--- src/rtl/req_ack_initiator.sv ---
// Source-side master for the blocking req/ack link: one command in flight, response returned on a valid/ready stream.
// Optional REQ timeout abort is built when REQ_ACK_TIMEOUT_EN is defined.
module req_ack_initiator #(
    parameter int unsigned DATA_W      = 32,
    parameter int unsigned RDATA_W     = 32,
    parameter int unsigned TIMEOUT_CYC = 255
) (
    input  logic               clk,
    input  logic               rst_n,
    input  logic               cmd_valid,
    output logic               cmd_ready,
    input  logic [DATA_W-1:0]  cmd_data,
    output logic               rsp_valid,
    input  logic               rsp_ready,
    output logic [RDATA_W-1:0] rsp_data,
    output logic               rsp_err,
    output logic               req,
    output logic [DATA_W-1:0]  data,
    input  logic               ack,
    input  logic [RDATA_W-1:0] rdata,
    output logic               busy
);

    typedef enum logic [1:0] {
        S_IDLE = 2'd0,
        S_REQ  = 2'd1,
        S_RSP  = 2'd2
    } state_e;

    state_e               state_q, state_d;
    logic                 cmd_ready_q, cmd_ready_d;
    logic                 req_q, req_d;
    logic [DATA_W-1:0]    data_q, data_d;
    logic                 rsp_valid_q, rsp_valid_d;
    logic [RDATA_W-1:0]   rsp_data_q, rsp_data_d;
    logic                 busy_q, busy_d;

`ifdef REQ_ACK_TIMEOUT_EN
    localparam int unsigned CNT_W = $clog2(TIMEOUT_CYC + 1);
    logic [CNT_W-1:0]     cnt_q, cnt_d;
    logic                 rsp_err_q, rsp_err_d;
`else
    logic                 unused_timeout_c;
    assign unused_timeout_c = |TIMEOUT_CYC;
`endif

    // Next-state and registered-output logic; every register holds by default.
    always_comb begin
        state_d     = state_q;
        cmd_ready_d = cmd_ready_q;
        req_d       = req_q;
        data_d      = data_q;
        rsp_valid_d = rsp_valid_q;
        rsp_data_d  = rsp_data_q;
        busy_d      = busy_q;
`ifdef REQ_ACK_TIMEOUT_EN
        cnt_d       = cnt_q;
        rsp_err_d   = rsp_err_q;
`endif
        case (state_q)
            S_IDLE: begin
                cmd_ready_d = 1'b1;
                if (cmd_valid && cmd_ready_q) begin
                    data_d      = cmd_data;
                    req_d       = 1'b1;
                    cmd_ready_d = 1'b0;
                    busy_d      = 1'b1;
                    state_d     = S_REQ;
`ifdef REQ_ACK_TIMEOUT_EN
                    cnt_d       = '0;
`endif
                end
            end
            S_REQ: begin
                // ack takes priority over a timeout expiring in the same cycle
                if (ack) begin
                    rsp_data_d  = rdata;
                    req_d       = 1'b0;
                    rsp_valid_d = 1'b1;
                    state_d     = S_RSP;
`ifdef REQ_ACK_TIMEOUT_EN
                    rsp_err_d   = 1'b0;
                end else if (cnt_q == CNT_W'(TIMEOUT_CYC - 1)) begin
                    rsp_data_d  = '0;
                    rsp_err_d   = 1'b1;
                    req_d       = 1'b0;
                    rsp_valid_d = 1'b1;
                    state_d     = S_RSP;
                end else begin
                    cnt_d       = cnt_q + CNT_W'(1);
`endif
                end
            end
            S_RSP: begin
                if (rsp_ready) begin
                    rsp_valid_d = 1'b0;
                    cmd_ready_d = 1'b1;
                    busy_d      = 1'b0;
                    state_d     = S_IDLE;
                end
            end
            default: begin
                state_d = S_IDLE;
            end
        endcase
    end

    always_ff @(posedge clk or negedge rst_n) begin
        if (!rst_n) begin
            state_q     <= S_IDLE;
            cmd_ready_q <= 1'b0;
            req_q       <= 1'b0;
            data_q      <= '0;
            rsp_valid_q <= 1'b0;
            rsp_data_q  <= '0;
            busy_q      <= 1'b0;
`ifdef REQ_ACK_TIMEOUT_EN
            cnt_q       <= '0;
            rsp_err_q   <= 1'b0;
`endif
        end else begin
            state_q     <= state_d;
            cmd_ready_q <= cmd_ready_d;
            req_q       <= req_d;
            data_q      <= data_d;
            rsp_valid_q <= rsp_valid_d;
            rsp_data_q  <= rsp_data_d;
            busy_q      <= busy_d;
`ifdef REQ_ACK_TIMEOUT_EN
            cnt_q       <= cnt_d;
            rsp_err_q   <= rsp_err_d;
`endif
        end
    end

    assign cmd_ready = cmd_ready_q;
    assign req       = req_q;
    assign data      = data_q;
    assign rsp_valid = rsp_valid_q;
    assign rsp_data  = rsp_data_q;
    assign busy      = busy_q;
`ifdef REQ_ACK_TIMEOUT_EN
    assign rsp_err   = rsp_err_q;
`else
    assign rsp_err   = 1'b0;
`endif

endmodule

--- config.mk ---
export PLATFORM = sky130hd
export DESIGN_NAME = req_ack_initiator
export DESIGN_NICKNAME = d
export VERILOG_FILES = /design/src/rtl/req_ack_initiator.sv
export SDC_FILE = /design/constraint.sdc
export NUM_CORES = 1
export LEC_CHECK = 0
export BUFFER_PORTS_ARGS = -buffer_cell sky130_fd_sc_hd__buf_4
export CAP_MARGIN = 30
export CORE_MARGIN = 4
export CORE_UTILIZATION = 40
export CTS_CLUSTER_SIZE = 8
export DETAILED_ROUTE_END_ITERATION = 7
export PLACE_DENSITY = 0.75
export SLEW_MARGIN = 40
export SYNTH_ARGS = -nofsm -noshare
export SYNTH_HDL_FRONTEND = slang
export SYNTH_SLANG_ARGS = --single-unit
--- constraint.sdc ---
create_clock -name clk -period 1.4 [get_ports clk]
set_input_delay 0.07 -clock clk [delete_from_list [all_inputs] [get_ports clk]]
set_output_delay 0.07 -clock clk [all_outputs]
set_load 0.02 [all_outputs]
==> reports/metrics.csv <==
metric,value,unit
clock_tree.buffer_depth,2,
p_clk_share,12.6,%
seq_area_frac_synth,65.4,%
ant_nets,0,
final_util,73.2,%
syn-num-nets,232,
port_buffers,136,
synth.largest_area_cell,dfrtp_1,
startpoint_type,register,
r2r_slack,10,ps
die_y,89.9,µm
dpl.hpwl,4.53,mm
dr.first_iter.drc_count,32,
yosysUniqueCellTypes,18,
antenna_found_initial,0,
finalWorstSetupSlack,12.1,ps
areaGrowthSynthToFinish,75.4,%
crit_arrival,1600,ps
rsz0062_at_grt,true,
fin_worst_skew,8.69,ps
cap_violations,0,
numCtsBuffers,9,
combPwrFrac,51.7,%
crit_path_start,cmd_ready,
fin_crit_sh,99.1,%
critPathKind,register to register,
place.gp.congestion,0.761,
root_buffer,clkbuf_8,
ys_dominant_reg_cell,dfrtp_1,
die_w,89.9,µm
endpoint_kind,register,
vias_per_cell,4.60,
grt_pass1_wl,11.8,mm
power_density,2180,nW/µm²
ys_ff_latch,70,
grt_max_degree,39,
synth_edf_count,0,
finalSetupViolCount,0,
syn_area,2680,µm²
regArea,1750,µm²
r2r-start,cmd_ready,
drv_slew,0,
fmax,0.721,GHz
clk_pin_slew,70,ps
core,6420,µm²
power,10.2,mW
period_needed,1390,ps
crit_fanout,13,
p_seq_share,35.7,%
pre_cts_ws,45.5,ps
row_count,29,
crit_path_cell_trace,nand2_4 -> nor3_4 -> buf_6 -> buf_12 -> mux2_2,
ys.warnings.count,0,
min-delay-start,ack,
synth_area_leaders,"dfrtp_1, mux2_2, buf_6",
hold_path.class,input port to register,
drt-pass1-iter-count,3,
grt_usage,18.0,%
drive_gt1_share,60.1,%
cp_slowest_stage_delay,390,ps
yosysMostFrequentCell,dfrtp_1,
cts_tree,built,
clock-sinks,70,
internal_power,6.48,mW
power.leakage,2.24,nW
status,completed,
grt_pass1_vias,2342,
netlist.area_leader.share,65.4,%
netlist_instances,163,
insertion_delay,330,ps
drcViolationCount,0,
ioPinCount,138,
syn_area_per_cell,16.4,µm²
die_area,8070,µm²
vias,2110,
switchingPower,3.74,mW
multi_input_area,880,µm²
synthArstFlopShare,100,%
htree_levels,3,
finalNetCount,447,
hold_viol,0,
crit_slowest_cell,dfrtp_2,
n_fill_cell,410,
ir_worst_vdd,0.00117,V
drt_wl_total,6.96,mm
gr-total-overflow,0,
p_sw_share,36.6,%
routedWlPerCell,15.2,µm
timing.setup.tns,0,ps
synth_commonest_cells,"dfrtp_1, mux2_2, buf_6, nor2_1, a21oi_1",
cp.required,1610,ps
initial_utilization,41.7,%
[kinds of logic (layout without fill, tap and decap cells)]
family | Yosys count | count (layout) | synth area share (%)
simple gates | 11 | 11 | 2.61
flops | 70 | 70 | 65.4
mux | 65 | 65 | 27.3
buf+inv | 9 | 227 | 3.08
other cells | 1 | 2 | 0.140
compound gates | 7 | 7 | 1.49
[final timing paths]
check                               to  depth (start not counted)
setup / recovery              data[23]                          5
hold / removal              state_q[0]                          3
setup reg to reg              data[23]                          5
hold reg to reg                data[2]                          1
max in group asynchronous  rsp_data[8]                          3
min in group asynchronous     data[15]                          2
[sequential cells by signal, summed over array words and instances, names as in the netlist]
signal	count
data	32
rsp_data	32
state_q	2
busy	1
cmd_ready	1
req	1
rsp_valid	1
[power by group through the flow]
stage               sequential [mW]  combinational (mW)  clock (mW)
detailed placement             3.66                4.95           0
finish                         3.65                5.29        1.29
CTS                            3.63                5.10        1.36
global placement               3.62                4.87           0
floorplan                      4.87                1.55           0
global route                   3.78                5.61        1.43
[cell usage in the layout (no fill, tap or decap), types with 3 or more instances in the layout]
| cell | synthesis | routed |
|---|---|---|
| nor2_1 | 4 | 4 |
| clkinv_2 | 0 | 3 |
| mux2_4 | 0 | 7 |
| buf_4 | 1 | 140 |
| dlygate4sd3_1 | 0 | 65 |
| a21oi_1 | 3 | 3 |
| mux2_2 | 63 | 57 |
| clkbuf_8 | 0 | 9 |
| dfrtp_1 | 70 | 68 |
| buf_12 | 0 | 3 |
[layout make-up]
cell class                 instances  area share [%]
tap                               77            2.05
multi-input combinational         84            18.7
timing repair buffer             211            38.6
sequential                        70            37.3
inverter                           2           0.160
clock buffer                      11            2.80
clock inverter                     3           0.319
antenna                            1          0.0532
[per-stage QoR]
step / std cells / area (µm²) / hold WS (ps)
4_1_cts: 455 / 4610 / 8.10
3_5_place_dp: 376 / 3820 / 73.2
5_1_grt: 458 / 4700 / 23.0
2_1_floorplan: 163 / 2680 / -226
3_3_place_gp: 376 / 3820 / 68.6
6_report: 459 / 4700 / 27.7
[metal layers]
metal	wire, µm	vias to the layer above	GRT usage, %
li1	-	995	-
met1	2840	1022	21.6
met2	3560	84	30.8
met3	477	9	5.59
met4	86	0	6.25
met5	0	-	0
[critical path, delay by kind of cell (launching register included)]
family,cells,cell delay [ps]
buffers and inverters,2,290
and+or+nand+nor,2,230
DFF,1,390
muxes,1,340
[repair_timing]
item / CTS / global route
setup endpoints to repair: 0 / 59
setup buffers: 0 / 2
hold endpoints to repair: 101 / 0
hold buffers: 65 / 0
resized for setup: 0 / 12
(Power assumes the default switching activity.)
